===== src/rtl/arcade_input_cond.sv =====
// arcade_input_cond: captures mod/DIP bytes from ioctl and produces rate-limited coin pulses.
// ARCADE_DIP_LIVE_EN: DIP writes go straight to dip_bus (no shadow, no download-end commit).
module arcade_input_cond #(
   parameter int NUM_DIP = 8,
   parameter int NUM_MOD = 4,
   parameter int NUM_COIN = 2,
   parameter int COIN_HOLD = 600000,
   parameter int COIN_GAP = 1200000,
   parameter logic [NUM_DIP*8-1:0] DIP_DEFAULT = '1
) (
   input  logic                   clk_12,
   input  logic                   reset,
   input  logic                   ioctl_download,
   input  logic                   ioctl_wr,
   input  logic [7:0]             ioctl_index,
   input  logic [24:0]            ioctl_addr,
   input  logic [7:0]             ioctl_dout,
   input  logic [NUM_COIN-1:0]    coin_in,
   output logic [NUM_DIP*8-1:0]   dip_bus,
   output logic [NUM_MOD-1:0]     mod_sel,
   output logic                   mod_valid,
   output logic [NUM_COIN-1:0]    coin_out,
   output logic                   cfg_busy
);
   localparam int CW = $clog2(COIN_HOLD > COIN_GAP ? COIN_HOLD : COIN_GAP) + 1;
   localparam logic [1:0] IDLE = 2'd0, PULSE = 2'd1, GAP = 2'd2, WAIT_REL = 2'd3;
   logic dip_wr;
   logic [7:0] mod;
   assign dip_wr = ioctl_wr && ioctl_index == 8'd254 && ioctl_addr < 25'(NUM_DIP);
`ifdef ARCADE_DIP_LIVE_EN
   always_ff @(posedge clk_12 or posedge reset)
      if (reset)
         dip_bus <= DIP_DEFAULT;
      else if (dip_wr)
         for (int k = 0; k < NUM_DIP; k++)
            if (ioctl_addr == 25'(k)) dip_bus[8*k +: 8] <= ioctl_dout;
   assign cfg_busy = 1'b0;
`else
   logic [NUM_DIP*8-1:0] shadow;
   logic dirty, download_d;
   // a write landing on the commit edge keeps dirty set and waits for the next download end
   always_ff @(posedge clk_12 or posedge reset)
      if (reset) begin
         shadow <= DIP_DEFAULT;
         dip_bus <= DIP_DEFAULT;
         dirty <= 1'b0;
         download_d <= 1'b0;
      end else begin
         download_d <= ioctl_download;
         if (download_d && !ioctl_download && dirty) begin
            dip_bus <= shadow;
            dirty <= 1'b0;
         end
         if (dip_wr) begin
            for (int k = 0; k < NUM_DIP; k++)
               if (ioctl_addr == 25'(k)) shadow[8*k +: 8] <= ioctl_dout;
            dirty <= 1'b1;
         end
      end
   assign cfg_busy = dirty;
`endif
   always_ff @(posedge clk_12 or posedge reset)
      if (reset) begin
         mod <= 8'd0;
         mod_sel <= NUM_MOD'(1);
         mod_valid <= 1'b1;
      end else begin
         if (ioctl_wr && ioctl_index == 8'd1) mod <= ioctl_dout;
         mod_valid <= mod < 8'(NUM_MOD);
         mod_sel <= mod < 8'(NUM_MOD) ? NUM_MOD'(1) << mod : '0;
      end
   for (genvar i = 0; i < NUM_COIN; i++) begin : g_coin
      logic [2:0] sync;
      logic [1:0] state;
      logic [CW-1:0] cnt;
      // sync[1] is the synchronised level, sync[2] its previous value for edge detect
      always_ff @(posedge clk_12 or posedge reset)
         if (reset) begin
            sync <= '0;
            state <= IDLE;
            cnt <= '0;
         end else begin
            sync <= {sync[1:0], coin_in[i]};
            if (state == IDLE && sync[1] && !sync[2]) begin
               state <= PULSE;
               cnt <= CW'(COIN_HOLD);
            end else if ((state == PULSE || state == GAP) && cnt != CW'(1))
               cnt <= cnt - CW'(1);
            else if (state == PULSE) begin
               state <= GAP;
               cnt <= CW'(COIN_GAP);
            end else if (state == GAP)
               state <= WAIT_REL;
            else if (state == WAIT_REL && !sync[1])
               state <= IDLE;
         end
      assign coin_out[i] = state == PULSE;
   end
endmodule


===== config.mk =====
export PLATFORM = sky130hd
export DESIGN_NAME = arcade_input_cond
export DESIGN_NICKNAME = d
export VERILOG_FILES = /design/src/rtl/arcade_input_cond.sv
export SDC_FILE = /design/constraint.sdc
export NUM_CORES = 1
export LEC_CHECK = 0
export BUFFER_PORTS_ARGS = -buffer_cell sky130_fd_sc_hd__buf_2
export CAP_MARGIN = 20
export CORE_ASPECT_RATIO = 1.25
export CORE_MARGIN = 3
export CORE_UTILIZATION = 35
export DETAILED_ROUTE_END_ITERATION = 8
export HOLD_SLACK_MARGIN = 0.15
export PLACE_DENSITY = 0.54
export SLEW_MARGIN = 15
export SYNTH_ARGS = -nofsm -noshare
export SYNTH_HDL_FRONTEND = slang
export SYNTH_SLANG_ARGS = --single-unit

===== constraint.sdc =====
create_clock -name clk_12 -period 7.51 [get_ports clk_12]
set_input_delay 2.253 -clock clk_12 [delete_from_list [all_inputs] [get_ports clk_12]]
set_output_delay 2.253 -clock clk_12 [all_outputs]
set_load 0.1 [all_outputs]

-- Word level (Yosys, flattened, before mapping)
Cells that the tools add are included.
- input bits: 47
- word-level logic and storage cells: 101
- flip-flop bits (word level): 197
- output and inout bits: 72
- muxes and demuxes: 19
- shift-type cells: 1
- eq/ne operators: 19
- reductions and logical operators: 38
- add/sub/neg operators: 2
- order comparisons: 2
- operators with widths (cell ; number):
    $mux W22 ; 6
    $eq A25 B3 Y1 const B ; 4
    $eq A25 B2 Y1 const B ; 2
    $ne A22 B1 Y1 const B ; 2
    $sub A22 B1 Y22 const B ; 2
    $eq A25 B1 Y1 const B ; 1
    $logic_not A25 Y1 ; 1
    $lt A25 B4 Y1 const B ; 1
    $mux W2 ; 10
    $reduce_and A2 Y1 ; 10
    $logic_and A1 B1 Y1 ; 13
    $eq A2 B2 Y1 const B ; 4
    $eq A8 B1 Y1 const B ; 1
    $eq A8 B8 Y1 const B ; 1
    $lt A8 B3 Y1 const B ; 1
    $reduce_bool A4 Y1 ; 2
    $shl A1 B8 Y4 const A ; 1
    $reduce_bool A3 Y1 ; 2
    $logic_not A1 Y1 ; 5
    $eq A2 B1 Y1 const B ; 2
    $logic_not A2 Y1 ; 2
    $mux W4 ; 1
    $ne A2 B2 Y1 const B ; 2
    $logic_or A1 B1 Y1 ; 2
    other kinds (2) ; 3

-- Depth between registers and ports, before layout
- depth in word-level cells: 7
- gate-level depth with buffers: 8
- depth with buffers taken out: 7

-- Least setup slack after synthesis
Ideal clock, no wire load.
- path kind: input-to-reg
- start point: input ioctl_addr[23]
- end point: register shadow[56]
- buffers on the path: 1
- data arrival time: 3800 ps
- cell stages on the path: 6
- setup slack: 3627 ps
- library setup time: 82 ps
- data required time: 7428 ps
- cells stage by stage: nor4b_1 > nand4_1 > nor3_1 > and3_1 > clkbuf_1 > mux2_2
- longest elaborated chain between the ends: 3
- elaborated cells on any way between the ends: 4
- those cells by class: 1 x order compare; 1 x eq/ne; 2 x reduce/logical
- ends and longest elaborated chain (element ; line ; source):
    start: declaration ; 16 ; input logic [24:0] ioctl_addr,
    $lt A25 B4 Y1 ; 29 ; assign dip_wr = ioctl_wr && ioctl_index == 8'd254 && ioctl_addr < 25'(NUM_DIP);
    $logic_and A1 B1 Y1 ; 29 ;
    $reduce_and A2 Y1 (no line) (*) ; n/a ;
    end signal: indexed assignment ; 56 ; if (ioctl_addr == 25'(k)) shadow[8*k +: 8] <= ioctl_dout;
    end: declaration ; 39 ; logic [NUM_DIP*8-1:0] shadow;
Every way passes the cells marked *; elsewhere a longest branch is shown, timed or not.
A chain may end at the register's enable or synchronous reset.

-- Final worst setup path
- start point: register g_coin[0].state[1]
- end point: output coin_out[0]
- longest elaborated chain between the ends: 1
- ends and longest elaborated chain (element ; line ; source):
    start: declaration ; 74 ; logic [1:0] state;
    start signal: assignment ; 80 ; state <= IDLE;
    start signal: assignment ; 85 ; state <= PULSE;
    start signal: assignment ; 90 ; state <= GAP;
    $eq A2 B1 Y1 ; 97 ; assign coin_out[i] = state == PULSE;
    end: declaration ; 22 ; output logic [NUM_COIN-1:0] coin_out,
No other way between the ends.

==> impl_metrics.json <==
{
  "status": "completed",
  "powerDensity_nw_per_um2": 297,
  "mappedNetlistArea_sq_um": 8730,
  "wl_mm": 19.7,
  "maxCapViolCount": 0,
  "grt_overflow": 0,
  "core_sq_um": 24500,
  "rsz0062_at_grt": "false",
  "period_needed_ns": 4.17,
  "crit_fanout": 12,
  "async_flop_share_pct": 100,
  "drive_gt1_share_pct": 54.9,
  "gp_congestion": 0.785,
  "ys_warn_count": 0,
  "finalNetCount": 845,
  "hpwl_mm": 13.2,
  "netlist_instances": 665,
  "slowest_stage": "buf_2",
  "crit_path_cell_trace": "inv_1 -> ha_1 -> buf_2",
  "min_path_type": "register to register",
  "worst-r2r-cell-count": 7,
  "critical-path-max-stage-delay_ns": 0.52,
  "cts_hold_buf": 0,
  "ys_seq_elements": 197,
  "cts_setup_buffers": 0,
  "syn_avg_cell_area_sq_um": 13.1,
  "area_growth_pct": 17.2,
  "critPathKind": "register to primary output",
  "startpoint": "g_coin[0].state[1]$_DFFE_PP0P_",
  "dr.pass1.iters": 4,
  "grt_util_all_layers_pct": 15.1,
  "die_y_microns": 183,
  "drc": 0,
  "finClkSkew_ns": 0.00894,
  "startpoint_type": "register",
  "io_pins": 119,
  "mostFrequentLayoutCells": "140 x mux2_2, 130 x dfstp_2, 118 x buf_2",
  "hold_viol": 0,
  "vias": 5705,
  "reg2reg_to": "g_coin[0].cnt[20]$_DFFE_PP0P_",
  "yosys.cell_types.count": 66,
  "final_antenna_net_count": 0,
  "synthFlopType": "dfstp_2",
  "grt_pass1_wl_mm": 32.2,
  "end_kind": "primary output",
  "clk_latency_ns": 0.43,
  "critPathRequiredTime_ns": 5.26,
  "htreeDepth": 4,
  "cts_buffers": 17,
  "holdWs_ns": 0.347,
  "maxSlewHeadroom_pct": 32.2,
  "ys_seq_area_share_pct": 58.4,
  "clock_path_buffers": 2,
  "grt_max_degree": 84,
  "syn_nets": 724,
  "fmax_mhz": 240,
  "rr_startpoint": "g_coin[0].cnt[1]$_DFFE_PP0P_",
  "clock-sinks": 197,
  "synth_edf_count": 0,
  "finalSetupTns_ns": 0,
  "vdd_drop_max_mv": 0.163,
  "drtIter0Drc": 276,
  "power_mw": 3.04,
  "cts_tree": "done",
  "setup-violations-final": 0,
  "path_clk_slew_ns": 0.07,
  "cp.arrival_ns": 1.92,
  "grt_pass1_vias": 5948,
  "portBuffers": 118,
  "worstMarginPinSlew_ns": 1.01,
  "row_count": 64,
  "n_antenna_cell": 0,
  "rrSetupSlack_ns": 4.91,
  "drv_slew": 0,
  "die_x_microns": 147,
  "cts_root_buf": "clkbuf_16",
  "min_period_over_period_pct": 55.5,
  "via_per_inst": 5.05,
  "initial_core_util_pct": 35.6,
  "leakage_nw": 4.65,
  "avgRoutedWirePerCell_microns": 17.5,
  "dieArea_sq_um": 26900,
  "final_common_cell": "mux2_2",
  "crit_path_end": "coin_out[0]",
  "antenna_found_initial": 0,
  "cts_resized": 0
}
sequential cells by signal, summed over array words and instances (netlist names):
register / count
download_d: 1
mod: 8
g_coin.sync: 6
dip_bus: 64
g_coin.cnt: 44
mod_valid: 1
shadow: 64
g_coin.state: 4
cfg_busy: 1
mod_sel: 4
layout make-up:
type / instances / area [sq um]
fillers: 2374 / 14300
flip-flops and latches: 197 / 5090
multi-input cells: 421 / 3450
repair buffers: 127 / 658
clock buffers: 22 / 454
well taps: 330 / 413
inverters: 22 / 90.1
clock inverters: 10 / 72.6
power breakdown:
part	leakage [nW]	switching, mW	total [mW]	internal, mW
sequential	2.16	0.118	1.29	1.17
combinational	2.23	0.586	0.916	0.330
clock	0.256	0.401	0.836	0.435
cells by family after synthesis:
family	share of synthesized area [%]
flops	58.4
compound gates	7.87
xor+xnor	0.301
simple gates	11.3
mux	18.3
fa+ha+maj	1.72
buf+inv	2.11
per-stage QoR:
step           instance area [sq um]  setup WS, ns  cells  util, %
2_1_floorplan                   8730         0.103    665        -
3_3_place_gp                    9700          3.17   1096     39.6
3_5_place_dp                    9700          3.10   1096     39.6
4_1_cts                        10200          3.31   1128     41.7
5_1_grt                        10200          3.22   1129     41.7
6_report                       10200          3.34   1129     41.7
cells in the mapped netlist (5+ instances only):
master / number / area [sq um]
nor3b_1: 11 / 82.6
buf_2: 6 / 30.0
and3_1: 10 / 62.6
mux2_2: 140 / 1580
nor2_1: 25 / 93.8
a31oi_1: 11 / 68.8
clkbuf_1: 19 / 71.3
ha_1: 12 / 150
nor3_1: 29 / 145
dfrtp_1: 67 / 1680
nor4_1: 12 / 75.1
or4_1: 6 / 45.0
dfstp_2: 130 / 3420
a211o_1: 5 / 43.8
nand4_1: 9 / 56.3
inv_1: 22 / 82.6
nand2_1: 20 / 75.1
o31ai_1: 7 / 52.6
o21ai_0: 22 / 110
a21oi_1: 15 / 75.1
and2_1: 5 / 31.3
worst max-delay path: cells and delay by family (launching register included):
kind	cells	cell delay, ns
adder cells (fa/ha/maj)	1	0.46
flip-flops	1	0.40
buffers and inverters	2	0.62
worst min-delay path by stage:
| stage | endpoint | slack [ns] | cells past startpoint | start |
|---|---|---|---|---|
| 4_1_cts | g_coin[0].sync[1]$_DFF_PP0_ | 0.35 | 0 | g_coin[0].sync[0]$_DFF_PP0_ |
| 6_report | g_coin[0].sync[1]$_DFF_PP0_ | 0.35 | 0 | g_coin[0].sync[0]$_DFF_PP0_ |
| 3_3_place_gp | g_coin[0].sync[1]$_DFF_PP0_ | 0.33 | 0 | g_coin[0].sync[0]$_DFF_PP0_ |
| 2_1_floorplan | g_coin[0].sync[1]$_DFF_PP0_ | 0.33 | 0 | g_coin[0].sync[0]$_DFF_PP0_ |
| 3_5_place_dp | g_coin[0].sync[1]$_DFF_PP0_ | 0.34 | 0 | g_coin[0].sync[0]$_DFF_PP0_ |
| 5_1_grt | g_coin[0].sync[1]$_DFF_PP0_ | 0.36 | 0 | g_coin[0].sync[0]$_DFF_PP0_ |
per-layer routing:
layer	up-vias	GRT usage, %	part of all wire (%)
li1	2695	-	-
met2	120	25.3	48
met3	18	4.84	6.0
met5	-	0	0
met1	2872	18.7	44
met4	0	4.25	1.3
Note: power is estimated with default switching activity, not from simulation.
